File: src/rtl/hazard_stall_controller.sv
// Pipeline hazard controller: load-use stall, taken-branch flush, and
// variable-latency memory freeze with timeout, plus saturating stall/flush counters.
module hazard_stall_controller #(
  parameter int unsigned MEM_TIMEOUT = 16,
  parameter int unsigned CNT_W       = 16
) (
  input  logic             clk,
  input  logic             reset,
  input  logic [4:0]       IF_ID_Rs1,
  input  logic [4:0]       IF_ID_Rs2,
  input  logic             IF_ID_useRs1,
  input  logic             IF_ID_useRs2,
  input  logic [4:0]       ID_EX_Rd,
  input  logic             ID_EX_memRead,
  input  logic             EX_branchTaken,
  input  logic             EX_MEM_memRead,
  input  logic             EX_MEM_memWrite,
  input  logic             mem_ready,
  output logic             PC_write,
  output logic             IF_ID_write,
  output logic             IF_ID_flush,
  output logic             ID_EX_bubble,
  output logic             pipe_freeze,
  output logic             mem_timeout_err,
  output logic [CNT_W-1:0] stall_cnt,
  output logic [CNT_W-1:0] flush_cnt
);

  localparam int unsigned WCW = $clog2(MEM_TIMEOUT + 1);
  localparam logic [WCW-1:0] TIMEOUT_VAL = WCW'(MEM_TIMEOUT);

  typedef enum logic {RUN, MEM_WAIT} state_t;

  state_t         state;
  logic [WCW-1:0] wait_cnt;

  logic mem_acc;
  logic freeze;
  logic load_use;
  logic stall_evt;
  logic flush_evt;

  always_comb begin
    mem_acc  = EX_MEM_memRead | EX_MEM_memWrite;
    freeze   = 1'b0;
    if (state == RUN) freeze = mem_acc & ~mem_ready;
    else              freeze = ~mem_ready & (wait_cnt < TIMEOUT_VAL);
    load_use = ID_EX_memRead & (ID_EX_Rd != 5'd0) &
               ((IF_ID_useRs1 & (ID_EX_Rd == IF_ID_Rs1)) |
                (IF_ID_useRs2 & (ID_EX_Rd == IF_ID_Rs2)));
    stall_evt = freeze | (~EX_branchTaken & load_use);
    flush_evt = ~freeze & EX_branchTaken;
  end

  // Reset drives a flush/bubble so the pipe registers clear alongside this block.
  always_comb begin
    PC_write     = 1'b1;
    IF_ID_write  = 1'b1;
    IF_ID_flush  = 1'b0;
    ID_EX_bubble = 1'b0;
    pipe_freeze  = 1'b0;
    if (reset) begin
      PC_write     = 1'b0;
      IF_ID_write  = 1'b0;
      IF_ID_flush  = 1'b1;
      ID_EX_bubble = 1'b1;
    end else if (freeze) begin
      PC_write     = 1'b0;
      IF_ID_write  = 1'b0;
      pipe_freeze  = 1'b1;
    end else if (EX_branchTaken) begin
      IF_ID_flush  = 1'b1;
      ID_EX_bubble = 1'b1;
    end else if (load_use) begin
      PC_write     = 1'b0;
      IF_ID_write  = 1'b0;
      ID_EX_bubble = 1'b1;
    end
  end

  always_ff @(posedge clk) begin
    if (reset) begin
      state           <= RUN;
      wait_cnt        <= '0;
      mem_timeout_err <= 1'b0;
    end else begin
      case (state)
        RUN: begin
          if (freeze) begin
            state    <= MEM_WAIT;
            wait_cnt <= WCW'(1);
          end
        end
        MEM_WAIT: begin
          if (mem_ready) begin
            state <= RUN;
          end else if (wait_cnt < TIMEOUT_VAL) begin
            wait_cnt <= wait_cnt + WCW'(1);
          end else begin
            state           <= RUN;
            mem_timeout_err <= 1'b1;
          end
        end
        default: state <= RUN;
      endcase
    end
  end

  always_ff @(posedge clk) begin
    if (reset) begin
      stall_cnt <= '0;
      flush_cnt <= '0;
    end else begin
      if (stall_evt && (stall_cnt != '1)) stall_cnt <= stall_cnt + CNT_W'(1);
      if (flush_evt && (flush_cnt != '1)) flush_cnt <= flush_cnt + CNT_W'(1);
    end
  end

endmodule

File: config.mk
export PLATFORM = sky130hd
export DESIGN_NAME = hazard_stall_controller
export DESIGN_NICKNAME = d
export VERILOG_FILES = /design/src/rtl/hazard_stall_controller.sv
export SDC_FILE = /design/constraint.sdc
export NUM_CORES = 1
export LEC_CHECK = 0
export BUFFER_PORTS_ARGS = -buffer_cell sky130_fd_sc_hd__buf_2
export CORE_MARGIN = 2
export CORE_UTILIZATION = 51
export CTS_CLUSTER_SIZE = 14
export DETAILED_ROUTE_END_ITERATION = 12
export PLACE_DENSITY = 0.86
export SYNTH_ARGS = -nofsm -noshare
export SYNTH_HDL_FRONTEND = slang
export SYNTH_SLANG_ARGS = --single-unit
File: constraint.sdc
create_clock -name clk -period 2.2 [get_ports clk]
set_input_delay 0.22 -clock clk [delete_from_list [all_inputs] [get_ports clk]]
set_output_delay 0.22 -clock clk [all_outputs]
set_load 0.1 [all_outputs]
==> results of run 1 <==
[power groups by stage]
stage                     logic (mW)  clock network (mW)  registers (mW)
after floorplan                0.147                   0           0.784
after global placement         0.245                   0           0.741
after detailed placement       0.249                   0           0.742
after CTS                      0.250               0.462           0.725
after global routing           0.265               0.491           0.727
final                          0.250               0.450           0.725
[worst min-delay path, stage by stage]
cell and delay (ns):
buf_2 0.12, inv_1 0.05, a31oi_1 0.07, nor2_1 0.07
[cells by family after synthesis]
family                     count (synthesis)  share of synthesized area [%]
and+or+nand+nor                          111                           28.4
buffers and inverters                     20                           5.07
DFF                                       39                           37.2
muxes                                      6                           3.81
xor gates and xnor gates                  25                           10.4
adders and majority gates                  3                           1.79
AOI/OAI and AO/OA                         39                           13.3
[routing by layer]
| metal | up-vias | share of wire [%] |
|---|---|---|
| met5 | - | 0 |
| met4 | 0 | 1.1 |
| met3 | 8 | 4.4 |
| met2 | 47 | 49 |
| met1 | 905 | 45 |
| li1 | 983 | - |
[cells in the mapped netlist (all sizes together) (4+ instances only)]
library cell / number
a21oi: 15
and2: 4
and3: 7
buf: 9
dfxtp: 39
inv: 8
mux2: 4
nand2: 17
nand3: 13
nand4: 9
nor2: 35
o21ai: 8
o31ai: 6
or3: 4
or4: 9
xnor2: 13
xor2: 12
[final timing paths]
check                             start                            to  depth (start not counted)
max                    state$_SDFF_PP0_                      PC_write                          5
min                           mem_ready  mem_timeout_err$_SDFFE_PP0P_                          4
max reg2reg            state$_SDFF_PP0_     stall_cnt[5]$_SDFFE_PP0P_                          6
min reg2reg  stall_cnt[14]$_SDFFE_PP0P_    stall_cnt[14]$_SDFFE_PP0P_                          2
[final cells by class]
class / count / area share (%)
Timing Repair Buffer: 65 / 15.1
Inverter: 8 / 1.15
Sequential cell: 39 / 31.3
Clock buffer: 7 / 2.92
Multi-Input combinational cell: 184 / 47.2
Tap cell: 50 / 2.39
[state kept, by name, indices dropped and copies added (netlist names)]
register and flops:
state 1, mem_timeout_err 1, flush_cnt 16, wait_cnt 5, stall_cnt 16
[cells in the final DEF, fill, tap and decap left out, drive strengths merged, types with 2 or more instances in the layout]
| cell | instances |
|---|---|
| mux2i | 2 |
| clkbuf | 8 |
| o21ai | 8 |
| dfxtp | 39 |
| and2 | 4 |
| or3 | 4 |
| mux2 | 4 |
| and4 | 2 |
| a21oi | 15 |
| or4 | 9 |
| nand4 | 9 |
| nor3 | 2 |
| nor4 | 3 |
| xor2 | 12 |
| o31ai | 6 |
| nand2 | 17 |
| nor2b | 3 |
| inv | 8 |
| nor2 | 35 |
| and3 | 7 |
| ha | 3 |
| buf | 64 |
| xnor2 | 13 |
| nand3 | 13 |
[repair_timing]
item | in CTS | in global routing
buffers inserted | 0 | 0
endpoints found under the setup margin | 0 | 1
endpoints found under the hold margin | 0 | 0
resized for setup | 0 | 1
==> results by group, run 1 <==
STA
  – Worst-margin pin slew: around 0.50 ns
  – Setup TNS: 0 ns
  – Hold WS: 0.283 ns
  – Finish-stage setup viols: 0
  – Slew HR: 67.0%
  – F_max: between 400 and 500 MHz
  – Hold Vio Cnt, Final: 0
  – Unrepaired setup endpoints after global routing: false
  – Setup Skew: 0.00782 ns
  – Fin crit share: 94.1%
  – Final worst slack: 0.130 ns
  – Max Slew Vio Count: 0
  – Min Tclk post-route: 2.07 ns

Logic synthesis
  – Yosys warnings: 0
  – FF+latch count, synth: 39
  – EDFF count, synth: 0
  – Post-synthesis sequential area ratio: 37.2%
  – Main synth FF type: dfxtp_1
  – Fraction of registers with async set/reset: 0%
  – Synth top area cells: dfxtp_1 (37%), nor2_1 (6.1%), xnor2_1 (5.4%)
  – Syn Nets: 270
  – Post-Syn Area: 0.00210 mm^2
  – Post-Syn Instances: between 200 and 250
  – Netlist cell types: 48
  – Post-synth top area share: 37.2%
  – Post-synth top area cell: dfxtp_1
  – Syn Area/Cell: approximately 8.6 um^2

Critical path
  – CP max-delay cell: dfxtp_1
  – Endpoint type of the worst setup path: output port
  – Crit Path Max Fanout: 7
  – Cell Chain, Critical Path: or3_1 -> and2_1 -> a21oi_4 -> and2_4 -> buf_12
  – Worst path max stage delay: roughly 0.36 ns
  – Crit path required time: ~2.0 ns
  – Worst setup SP type: flop
  – Worst Path Buf+Inv: 1
  – Crit path kind: flop to output port
  – CP top delay family: simple AND/OR/NAND/NOR gates
  – Reg2Reg Setup Slack: 0.21 ns
  – Worst Path Arrival: approximately 1.9 ns

Placed design
  – PortBufs: 61
  – Cells after DPL: approximately 350
  – Dpl ws: 0.190 ns
  – DP HPWL: about 3400 um
  – Placed cell areas: 0.00254 mm^2
  – Final Wtd Congestion: 0.824

Floorplan
  – I/O pin total: 62
  – FP Rows: 23
  – Die ar.: 0.00465 mm^2
  – DIE WIDTH: 68.2 um
  – Die Span Y: 68.2 um
  – Core Region: between 0.003 and 0.004 mm^2
  – Starting Density: 52.9%

Final layout
  – Synth-to-Final Area Change: 24.6%
  – Layout cells sized above 1: 38.0%
  – Filler Cells Inserted: 326
  – NumNets Final: 330
  – Final instance area: 0.00262 mm^2
  – Fin util: 65.9%
  – Multi-input logic area: 0.00123 mm^2
  – Register area: 818 um^2
  – Fin cells: 353
  – Ant diodes: 0

Power
  – Power per standard cell area: 545 mW/mm^2
  – Sequential power share: 50.9%
  – Switching Fraction: 28.9%
  – Gate power share: approximately 18%
  – Max VDD drop: roughly 0.00046 V
  – Sw power: 0.412 mW
  – Clock Power Share: 31.6%
  – Final Power: 1.43 mW
  – Pint: 1.01 mW
  – Leakage: around 1.1 nW

CTS
  – Hold_buf cts: 0
  – Root Buffer: clkbuf_8
  – Clock sinks: 39
  – Clk_lat worst skew: 0.29 ns
  – Worst-path clk slew: 0.06 ns
  – Maximum buffer depth of the clock tree: 2
  – Total clock buffers created by CTS: 5
  – H-tree level count: 2
  – CTS tree: built

Global route
  – GRT Overall Usage: between 20% and 30%
  – First-pass GRT wire length: 7600 um
  – GRT met1 Usage: 26.5%
  – Grt peak-use layer: met2
  – Global route total overflow: 0
  – Initial antenna violation count: 0
  – Vias in the first global route: 1,701
  – Met3 Use GR: between 4 and 5%
  – Met2 Track Usage GR: 36.3%
  – Largest net degree at the start of global routing: 39

Detailed routing
  – DRC: 0
  – Drt pass-1 iters: 4
  – Routed wire per std cell: between 10 and 15 um
  – First-iteration detailed-routing DRC count: 125
  – Via Count: 1,943
  – DR vias/cell: 5.50
  – Final WL: about 4700 um
  – Antenna Nets Post-Route: 0

Min path
  – Worst Hold Class: input port to flop

Status
  – Status: finished, final reports clean

Run
  – Max-capacitance violation count: 0
Power figures use the tool's default switching activity.
==> inputs of run 2 (changes only) <==
--- a/config.mk
+++ b/config.mk
@@ -5,12 +5,12 @@
 export SDC_FILE = /design/constraint.sdc
 export NUM_CORES = 1
 export LEC_CHECK = 0
+export ABC_AREA = 1
 export BUFFER_PORTS_ARGS = -buffer_cell sky130_fd_sc_hd__buf_2
-export CORE_MARGIN = 2
-export CORE_UTILIZATION = 51
+export CORE_UTILIZATION = 53
 export CTS_CLUSTER_SIZE = 14
 export DETAILED_ROUTE_END_ITERATION = 12
-export PLACE_DENSITY = 0.86
+export PLACE_DENSITY = 0.87
 export SYNTH_ARGS = -nofsm -noshare
 export SYNTH_HDL_FRONTEND = slang
 export SYNTH_SLANG_ARGS = --single-unit
==> results by group, run 2 <==
CTS
  – Hold_buf cts: 0
  – Maximum buffer depth of the clock tree: 2
  – Root Buffer: clkbuf_8
  – H-tree level count: 2
  – Total clock buffers created by CTS: 5
  – Clock sinks: 39
  – Worst-path clk slew: 0.08 ns
  – CTS tree: built
  – Clk_lat worst skew: 0.30 ns

Floorplan
  – Die Span Y: between 70 and 80 um
  – FP Rows: 24
  – DIE WIDTH: roughly 70 um
  – Die ar.: 0.00492 mm^2
  – I/O pin total: slightly above 60
  – Core Region: between 0.004 and 0.005 mm^2
  – Starting Density: 55.7%

Critical path
  – Reg2Reg Setup Slack: 0.31 ns
  – Endpoint type of the worst setup path: output port
  – FF-to-FF path depth: 9
  – Worst Path Arrival: 1.94 ns
  – Crit path kind: flop to output port
  – Worst setup SP type: flop
  – Crit Path Max Fanout: 27
  – Crit path required time: 1.98 ns

STA
  – Finish-stage setup viols: 0
  – Min Tclk post-route: 2.16 ns
  – Worst-margin pin slew: 0.519 ns
  – Slew HR: 65.2%
  – Setup Skew: 0.00959 ns
  – Max Slew Vio Count: 0
  – Hold Vio Cnt, Final: 0
  – F_max: ~460 MHz
  – Fin crit share: 98.0%
  – Hold WS: 0.257 ns
  – Unrepaired setup endpoints after global routing: true

Status
  – Status: finished, final reports clean

Min path
  – Worst Hold Class: input port to flop
  – Hold depth: 4

Global route
  – Largest net degree at the start of global routing: 29
  – Global route total overflow: 0
  – GRT met1 Usage: 29.5%
  – Grt peak-use layer: met2
  – GRT Overall Usage: 23.6%
  – First-pass GRT wire length: 9430 um
  – Met2 Track Usage GR: 40.3%
  – Initial antenna violation count: 0
  – Met3 Use GR: 5.48%
  – Vias in the first global route: 2,209

Logic synthesis
  – Fraction of registers with async set/reset: 0%
  – Synth top area cells: dfxtp_1 (32%), nand2_1 (16%), nor2_1 (8.4%)
  – Post-synth top area share: 31.8%
  – Post-synthesis sequential area ratio: 31.8%
  – Syn Nets: 410
  – Yosys warnings: 0
  – Most common cell in the synthesized netlist: nand2_1
  – Syn Area/Cell: between 6 and 7 um^2
  – Post-synth top cells: nand2_1 (103), nor2_1 (55), inv_1 (49), dfxtp_1 (39), nand3_1 (24)
  – Main synth FF type: dfxtp_1
  – Post-Syn Instances: roughly 380
  – Post-synth top area cell: dfxtp_1
  – Post-Syn Area: 0.00246 mm^2
  – Netlist cell types: 34
  – EDFF count, synth: 0
  – FF+latch count, synth: 39

Final layout
  – Multi-input logic area: approximately 0.0014 mm^2
  – Leading cell type in the layout, fill and taps excluded: nand2_1
  – Most frequent cells in the layout: nand2_1 (103), buf_2 (61), nor2_1 (53)
  – Layout cells sized above 1: a little under a quarter
  – Filler Cells Inserted: roughly 390
  – Ant diodes: 0
  – Largest regs: flush_cnt (16), stall_cnt (16), wait_cnt (5)
  – Register area: a little under 800 um^2
  – Synth-to-Final Area Change: 18.8%
  – Fin util: 66.2%
  – Final instance area: 0.00292 mm^2
  – NumNets Final: 470

Detailed routing
  – First-iteration detailed-routing DRC count: 140
  – Routed wire per std cell: 11.2 um
  – Final WL: 5540 um
  – Via Count: between 2,000 and 3,000
  – DRC: 0
  – Drt pass-1 iters: 4
  – Antenna Nets Post-Route: 0
  – DR vias/cell: 5.10

Placed design
  – Placed cell areas: between 0.002 and 0.003 mm^2
  – DP HPWL: ~4100 um
  – Final Wtd Congestion: 0.888
  – PortBufs: 61

Power
  – Final Power: 1.79 mW
  – Max VDD drop: 0.000425 V
  – Power per standard cell area: 613 mW/mm^2
  – Leakage: 1.47 nW

Run
  – Max-capacitance violation count: 0
## run 2: cell count changes in the layout (fill, tap and decap cells not counted), moves of 7 or more
cell	before	now
nor2_1	34	53
dfxtp_2	24	4
inv_2	0	8
dfxtp_1	13	35
nor3_1	1	8
inv_1	8	49
or4_1	9	0
xnor2_1	13	3
nand3_1	12	24
nand2_1	17	103
a21oi_1	13	23
o21ai_0	1	12
## run 2: through the flow
stage,setup slack [ns],cells,setup TNS [ns]
6_report,0.0438,496,0
5_1_grt,-0.0529,496,-0.105
4_1_cts,0.0483,496,0
3_5_place_dp,0.364,488,0
3_3_place_gp,0.420,488,0
2_1_floorplan,-0.0762,383,-0.0762
## run 2: repair_timing
action,in CTS,in global routing
setup endpoints to repair,0,2
setup buffers,0,0
gates resized for setup,0,0
## run 2: power breakdown
part / switching, mW / internal [mW] / total (mW)
combinational: 0.251 / 0.0719 / 0.323
sequential: 0.0210 / 0.723 / 0.744
clock: 0.271 / 0.454 / 0.725
total: 0.543 / 1.25 / 1.79
## run 2: final cells by class
type,instances,area share (%)
Multi-Input combinational cell,278,48.3
Sequential cell,39,26.9
Timing Repair Buffer,62,10.7
Inverter,57,7.32
Clock buffer,6,2.48
Tap cell,52,2.23
Clock inverter,2,2.06
## run 2: path summary, 6_finish.rpt
check | end | from
max | IF_ID_write | state$_SDFF_PP0_
min | mem_timeout_err$_SDFFE_PP0P_ | mem_ready
max reg2reg | flush_cnt[5]$_SDFFE_PP0P_ | flush_cnt[0]$_SDFFE_PP0P_
min reg2reg | flush_cnt[0]$_SDFFE_PP0P_ | flush_cnt[0]$_SDFFE_PP0P_
## run 2: kinds of logic after synthesis
| family | count (synthesis) | share of synthesized area (%) |
|---|---|---|
| XOR/XNOR | 11 | 3.92 |
| flip-flops | 39 | 31.8 |
| AND/OR/NAND/NOR | 221 | 42.0 |
| adder cells (fa/ha/maj) | 3 | 1.53 |
| buffers and inverters | 66 | 11.4 |
| AO/OA/AOI/OAI | 43 | 9.41 |
## run 2: routing by layer
layer	wire length (um)	vias up
met5	0	-
met4	68	0
met2	2600	59
met3	237	4
met1	2630	1139
li1	-	1326
## run 2: critical path, cell delays in order (launching register included)
cell     delay [ns]
dfxtp_1        0.35
nor3_2         0.28
nor3_4         0.08
inv_2          0.16
nand2_4        0.21
nor2_4         0.13
buf_2          0.43
